==> src/rtl/cpu_ctrl_pkg.sv <==
// Shared state codes for the CPU run controller and the LED display decoder.
// The numeric codes are what the display shows, so they must not be renumbered.
package cpu_ctrl_pkg;

  localparam int ST_W = 3;

  localparam logic [ST_W-1:0] ST_IDLE  = 3'd0;
  localparam logic [ST_W-1:0] ST_RUN   = 3'd1;
  localparam logic [ST_W-1:0] ST_PAUSE = 3'd2;
  localparam logic [ST_W-1:0] ST_STEP  = 3'd3;
  localparam logic [ST_W-1:0] ST_HALT  = 3'd4;

  typedef enum logic [ST_W-1:0] {
    S_IDLE  = ST_IDLE,
    S_RUN   = ST_RUN,
    S_PAUSE = ST_PAUSE,
    S_STEP  = ST_STEP,
    S_HALT  = ST_HALT
  } run_state_e;

endpackage

==> src/rtl/cpu_run_ctrl_if.sv <==
// Switch/button inputs and CPU-facing outputs of the run controller.
// No valid/ready handshake: switches are levels, cpu_en is a one-clk advance pulse.
interface cpu_run_ctrl_if #(
  parameter int CNT_W = 32
);

  logic                         start_sw;
  logic                         pause_sw;
  logic                         step_btn;
  logic                         halt;
  logic                         cpu_en;
  logic                         cpu_rst;
  logic [cpu_ctrl_pkg::ST_W-1:0] state;
  logic [CNT_W-1:0]             cycle_count;

  // Board / CPU side: drives the switches and halt, observes the controller.
  modport master (
    output start_sw,
    output pause_sw,
    output step_btn,
    output halt,
    input  cpu_en,
    input  cpu_rst,
    input  state,
    input  cycle_count
  );

  // Controller side.
  modport slave (
    input  start_sw,
    input  pause_sw,
    input  step_btn,
    input  halt,
    output cpu_en,
    output cpu_rst,
    output state,
    output cycle_count
  );

endinterface

==> src/rtl/btn_debounce.sv <==
// Accepts a new level on din only after it has differed from dout for DEBOUNCE
// consecutive cycles; rise pulses for one cycle when the accepted level goes 0->1.
module btn_debounce #(
  parameter int DEBOUNCE = 500000
) (
  input  logic clk,
  input  logic rst,
  input  logic din,
  output logic dout,
  output logic rise
);

  localparam int CW = (DEBOUNCE < 2) ? 1 : $clog2(DEBOUNCE);
  localparam logic [CW-1:0] LIM = CW'(DEBOUNCE - 1);

  logic [CW-1:0] r_cnt;
  logic          r_dout;
  logic          r_rise;

  always_ff @(posedge clk or negedge rst) begin
    if (!rst) begin
      r_cnt  <= '0;
      r_dout <= 1'b0;
      r_rise <= 1'b0;
    end else begin
      r_rise <= 1'b0;
      if (din == r_dout) begin
        // Any return to the accepted level restarts the stability window.
        r_cnt <= '0;
      end else if (r_cnt == LIM) begin
        r_dout <= din;
        r_rise <= din;
        r_cnt  <= '0;
      end else begin
        r_cnt <= r_cnt + 1'b1;
      end
    end
  end

  assign dout = r_dout;
  assign rise = r_rise;

endmodule

==> src/rtl/cpu_run_ctrl.sv <==
// Run/pause/single-step sequencer: produces the CPU clock-enable, holds the core in
// reset while idle, stops on halt and counts issued enable pulses.
module cpu_run_ctrl
  import cpu_ctrl_pkg::*;
#(
  parameter int CLK_DIV  = 100000,
  parameter int DEBOUNCE = 500000,
  parameter int CNT_W    = 32
) (
  input  logic              clk,
  input  logic              rst,
  cpu_run_ctrl_if.slave     bus
);

  localparam int DW = $clog2(CLK_DIV);
  localparam logic [DW-1:0] DIV_LAST = DW'(CLK_DIV - 1);

  logic [1:0]       r_start_sync;
  logic [1:0]       r_pause_sync;
  logic [1:0]       r_step_sync;
  logic [DW-1:0]    r_div_cnt;
  run_state_e       r_state;
  logic             r_cpu_en;
  logic             r_cpu_rst;
  logic [CNT_W-1:0] r_cycle_count;

  logic w_start_s;
  logic w_pause_s;
  logic w_step_s;
  logic w_step_db;
  logic w_step_rise;
  logic w_step_req;
  logic w_tick;
  logic w_pulse;

  // Switches and button are asynchronous to clk.
  always_ff @(posedge clk or negedge rst) begin
    if (!rst) begin
      r_start_sync <= 2'b00;
      r_pause_sync <= 2'b00;
      r_step_sync  <= 2'b00;
    end else begin
      r_start_sync <= {r_start_sync[0], bus.start_sw};
      r_pause_sync <= {r_pause_sync[0], bus.pause_sw};
      r_step_sync  <= {r_step_sync[0],  bus.step_btn};
    end
  end

  assign w_start_s = r_start_sync[1];
  assign w_pause_s = r_pause_sync[1];
  assign w_step_s  = r_step_sync[1];

  btn_debounce #(
    .DEBOUNCE (DEBOUNCE)
  ) u_step_db (
    .clk  (clk),
    .rst  (rst),
    .din  (w_step_s),
    .dout (w_step_db),
    .rise (w_step_rise)
  );

  assign w_step_req = w_step_rise & w_step_db;

  // Divider restarts on every RUN entry so the first tick is a full period away.
  assign w_tick = (r_state == S_RUN) && (r_div_cnt == DIV_LAST);

  always_ff @(posedge clk or negedge rst) begin
    if (!rst) begin
      r_div_cnt <= '0;
    end else if ((r_state != S_RUN) || w_tick) begin
      r_div_cnt <= '0;
    end else begin
      r_div_cnt <= r_div_cnt + 1'b1;
    end
  end

  // halt in the deciding cycle suppresses the pulse, even on a tick.
  assign w_pulse = !bus.halt && (((r_state == S_RUN) && w_tick) || (r_state == S_STEP));

  always_ff @(posedge clk or negedge rst) begin
    if (!rst) begin
      r_state       <= S_IDLE;
      r_cpu_en      <= 1'b0;
      r_cpu_rst     <= 1'b1;
      r_cycle_count <= '0;
    end else begin
      r_cpu_rst <= (r_state == S_IDLE);
      r_cpu_en  <= w_pulse;

      if (r_state == S_IDLE) begin
        r_cycle_count <= '0;
      end else if (w_pulse && (r_cycle_count != {CNT_W{1'b1}})) begin
        r_cycle_count <= r_cycle_count + 1'b1;
      end

      if (!w_start_s) begin
        r_state <= S_IDLE;
      end else begin
        case (r_state)
          S_IDLE:  r_state <= S_RUN;
          S_RUN: begin
            if (bus.halt)       r_state <= S_HALT;
            else if (w_pause_s) r_state <= S_PAUSE;
          end
          S_PAUSE: begin
            if (bus.halt)        r_state <= S_HALT;
            else if (!w_pause_s) r_state <= S_RUN;
            else if (w_step_req) r_state <= S_STEP;
          end
          S_STEP:  r_state <= S_PAUSE;
          // Leaving HALT needs start_s to drop, handled above.
          S_HALT:  r_state <= S_HALT;
          default: r_state <= S_IDLE;
        endcase
      end
    end
  end

  assign bus.state       = r_state;
  assign bus.cpu_en      = r_cpu_en;
  assign bus.cpu_rst     = r_cpu_rst;
  assign bus.cycle_count = r_cycle_count;

endmodule
==> src/flat_wrapper.sv <==
// flat-port wrapper written by rule: the top's interface ports become plain ports
module cpu_run_ctrl_flat import cpu_ctrl_pkg::*;
#(
  parameter int CLK_DIV  = 100000,
  parameter int DEBOUNCE = 500000,
  parameter int CNT_W    = 32
)
  (clk, rst, bus_start_sw, bus_pause_sw, bus_step_btn, bus_halt, bus_cpu_en, bus_cpu_rst, bus_state, bus_cycle_count);
  cpu_run_ctrl_if #(.CNT_W(CNT_W)) bus_i ();
  input  logic clk;
  input  logic rst;
  input wire logic [$bits(bus_i.start_sw)-1:0] bus_start_sw;
  input wire logic [$bits(bus_i.pause_sw)-1:0] bus_pause_sw;
  input wire logic [$bits(bus_i.step_btn)-1:0] bus_step_btn;
  input wire logic [$bits(bus_i.halt)-1:0] bus_halt;
  output wire logic [$bits(bus_i.cpu_en)-1:0] bus_cpu_en;
  output wire logic [$bits(bus_i.cpu_rst)-1:0] bus_cpu_rst;
  output wire logic [$bits(bus_i.state)-1:0] bus_state;
  output wire logic [$bits(bus_i.cycle_count)-1:0] bus_cycle_count;
  assign bus_i.start_sw = bus_start_sw;
  assign bus_i.pause_sw = bus_pause_sw;
  assign bus_i.step_btn = bus_step_btn;
  assign bus_i.halt = bus_halt;
  assign bus_cpu_en = bus_i.cpu_en;
  assign bus_cpu_rst = bus_i.cpu_rst;
  assign bus_state = bus_i.state;
  assign bus_cycle_count = bus_i.cycle_count;
  cpu_run_ctrl #(.CLK_DIV(CLK_DIV), .DEBOUNCE(DEBOUNCE), .CNT_W(CNT_W)) u_core (.clk(clk), .rst(rst), .bus(bus_i));
endmodule
==> config.mk <==
export PLATFORM = sky130hd
export DESIGN_NAME = cpu_run_ctrl_flat
export DESIGN_NICKNAME = d
export VERILOG_FILES = /design/src/rtl/cpu_ctrl_pkg.sv /design/src/rtl/cpu_run_ctrl_if.sv /design/src/rtl/btn_debounce.sv /design/src/rtl/cpu_run_ctrl.sv /design/src/flat_wrapper.sv
export SDC_FILE = /design/constraint.sdc
export NUM_CORES = 1
export LEC_CHECK = 0
export CAP_MARGIN = 10
export CORE_UTILIZATION = 45
export DETAILED_ROUTE_END_ITERATION = 16
export PLACE_DENSITY = 0.66
export SLEW_MARGIN = 10
export SYNTH_ARGS = -nofsm -noshare
export SYNTH_HDL_FRONTEND = slang
export SYNTH_HIERARCHICAL = 1
export SYNTH_SLANG_ARGS = --single-unit
==> constraint.sdc <==
create_clock -name clk -period 2.9 [get_ports clk]
set_input_delay 0.725 -clock clk [delete_from_list [all_inputs] [get_ports clk]]
set_output_delay 0.725 -clock clk [all_outputs]
set_load 0.01 [all_outputs]
==> out/metrics.cfg <==
[clock_tree]
clockBufferDepth=2
clock_latency_ps=360
cts_resized=0
clock_sinks=81
cts_tree=done
htreeDepth=3
cts.clk_slew.worst_paths_ps=80
cts-root-buf=clkbuf_8
cts_hold_buf=0
numCtsBuffers=9
post-cts-setup-buffers=0

[placement]
dpl_cell_area_sq_um=4658
hpwl_um=5944
numPortBuffers=42
numPlacedInstances=557
gp_congestion=0.7785

[floorplan]
rows=34
die_h_um=97.60
die-area_sq_um=9526
io_pins=43
core_sq_um=8806
fp.dieW_um=97.60
initial_core_util_pct=46.70

[finish]
fin_cells=572
final_common_cell=dfrtp_1
antennaDiodeCount=0
drive_gt1_share_pct=8.190
final_core_util_pct=55.53
area_growth_pct=18.89
fill_cells=793
final_cell_mix=80 x dfrtp_1, 41 x clkdlybuf4s50_1, 41 x nor2_1
fin_area_sq_um=4890
layout.nets=469

[timing]
finalHoldViolCount=0
finalSetupTns_ps=0
clock_skew_ps=6.479
period_share_pct=85.42
rsz0062_at_grt=no
fmax_mhz=403.7
tightest_slew_ps=792.1
final-setup-viol-count=0
post-route-min-period_ps=2477
max_slew_margin_pct=46.74
final_max_slew_viol_count=0

[pwr]
clkPwrFrac_pct=42.7
p_sw_mw=0.5127
sw_frac_of_total_pct=22.60
power_frac_comb_pct=5.7
vdd_drop_max_uv=292.0
leakage_nw=1.830
power_frac_seq_pct=51.5
p_int_mw=1.756
power_density_nw_per_um2=463.9
total_power_mw=2.268

[yosys]
synth_cell_types=50
synth_top_cell_by_area=dfrtp_1
syn-num-nets=429
ys_seq_area_share_pct=49.32
postSynth.asyncResetShare_pct=100.0
synth_edf_count=0
ys_seq_elements=81
synth_ff_type=dfrtp_1
syn_inst=420
syn_area_per_cell_sq_um=9.792
syn_area_sq_um=4113
yosysWarnings=6
synth_top_area_share_pct=48.68
yosys-top-cells-area=dfrtp_1 49%, o31ai_1 4.6%, or4_1 4.4%, a21oi_1 3.8%, nor2_1 3.7%

[hold_path]
min_path_type=reg -> reg

[setup_path]
worst_setup_path_end_kind=flip-flop
crit_arrival_ps=2760
worstPathRequired_ps=3180
worstPathMaxFanout=10
slowest_stage=nor4_2
cpPeakStageDelay_ps=650
crit_chain=nand4_1, nor4_2, o2111ai_1, buf_4, or4_1, a21oi_1
reg2reg_slack_ps=420
path_class=reg -> reg
start_kind=flip-flop

[grt]
track_usage_pct=20.30
antenna_found_initial=0
grt_pass1_vias=3273
grt_pass1_wl_um=15680
grt_max_degree=82
gr-total-overflow=0

[routing]
routed_wl_um=9023
vias_per_cell=5.906
drc=6
vias=3378
dr.pass1.iters=10
routedWlPerCell_um=15.77
ant_nets=0
dr.first_iter.drc_count=155

[flow_run]
cap_violations=0

[outcome]
violations=design-rule violations
status=finished with violations

## critical path: cells and delay by family (launching register included)
kind                   cells  cell delay [ps]
AO/OA/AOI/OAI              2              380
buffers and inverters      1              210
flip-flops                 1              470
AND/OR/NAND/NOR            3             1340
## area by class of cell
class                   count  area [sq um]  share of cell area [%]
clock buffers               9         123.9                   2.533
inverters                  11         41.29                  0.8444
multi-input cells         309          1966                   40.20
well taps                 108         135.1                   2.764
flip-flops and latches     81          2028                   41.48
repair buffers             48         488.0                   9.980
clock inverters             6         107.6                   2.201
## through the flow
step / setup slack (ps) / hold slack (ps)
after floorplan: 658.7 / 331.2
after global placement: 165.2 / 336.3
after detailed placement: 99.84 / 334.7
after CTS: 388.1 / 352.7
after global routing: 157.5 / 379.8
final: 422.7 / 351.1
## power by group through the flow
stage	Sequential (mW)	Combinational [mW]	Clock, mW
finish	1.17	0.130	0.969
global route	1.17	0.149	1.03
CTS	1.17	0.133	0.993
detailed placement	1.19	0.132	0
global placement	1.19	0.132	0
floorplan	1.19	0.0661	0
## sequential cells by signal, indices dropped and copies added (netlist names)
signal / cells
u_core/r_pause_sync: 2
u_core/bus.cycle_count: 32
u_core/r_div_cnt: 17
u_core/u_step_db/dout: 1
u_core/r_start_sync: 2
u_core/bus.cpu_en: 1
u_core/r_step_sync: 2
u_core/bus.cpu_rst: 1
u_core/u_step_db/rise: 1
u_core/u_step_db/r_cnt: 19
u_core/bus.state: 3
## logic make-up after synthesis
group                      Yosys count  share of synthesized area [%]
xor gates and xnor gates            31                          6.602
DFF                                 81                          49.32
muxes                                4                          1.004
and+or+nand+nor                    199                          27.84
AOI/OAI and AO/OA                   71                          11.20
adders and majority gates            4                          1.156
buffers and inverters               30                          2.890
## cells in the mapped netlist, types with 2 or more instances
library cell and instances:
nand2_1 26, or2_2 3, and4_1 6, inv_1 11, nor4_1 5, or3_1 6
xor2_1 15, nand4_1 23, nand3_1 27, nor2_1 41, and2_1 4, ha_1 3
mux2i_1 3, and3_1 8, nor2b_1 2, buf_2 4, nor4b_1 3, a21oi_1 31
dfrtp_1 80, or4_1 24, nor3_1 8, nor3b_1 2, o31ai_1 25, xnor2_1 16
o21ai_0 7, clkbuf_1 13
## per-layer routing
metal	vias up	GRT usage [%]	share of wire, %
met4	0	8.741	1.1
met2	86	30.17	45
met3	10	3.453	6.1
met5	-	0	0
li1	1637	-	-
met1	1645	29.19	48
## path summary, 6_finish.rpt
path / startpoint / endpoint / depth (start not counted)
max in group asynchronous: rst / u_core/bus.cpu_rst / 2
min in group asynchronous: rst / u_core/bus.cycle_count[25] / 2
worst min-delay path: u_core/r_step_sync[0] / u_core/r_step_sync[1] / 0
worst min register to register: u_core/r_step_sync[0] / u_core/r_step_sync[1] / 0
worst max-delay path: u_core/bus.cycle_count[3] / u_core/bus.cycle_count[29] / 6
worst max register to register: u_core/bus.cycle_count[3] / u_core/bus.cycle_count[29] / 6
Power figures use the tool's default switching activity.
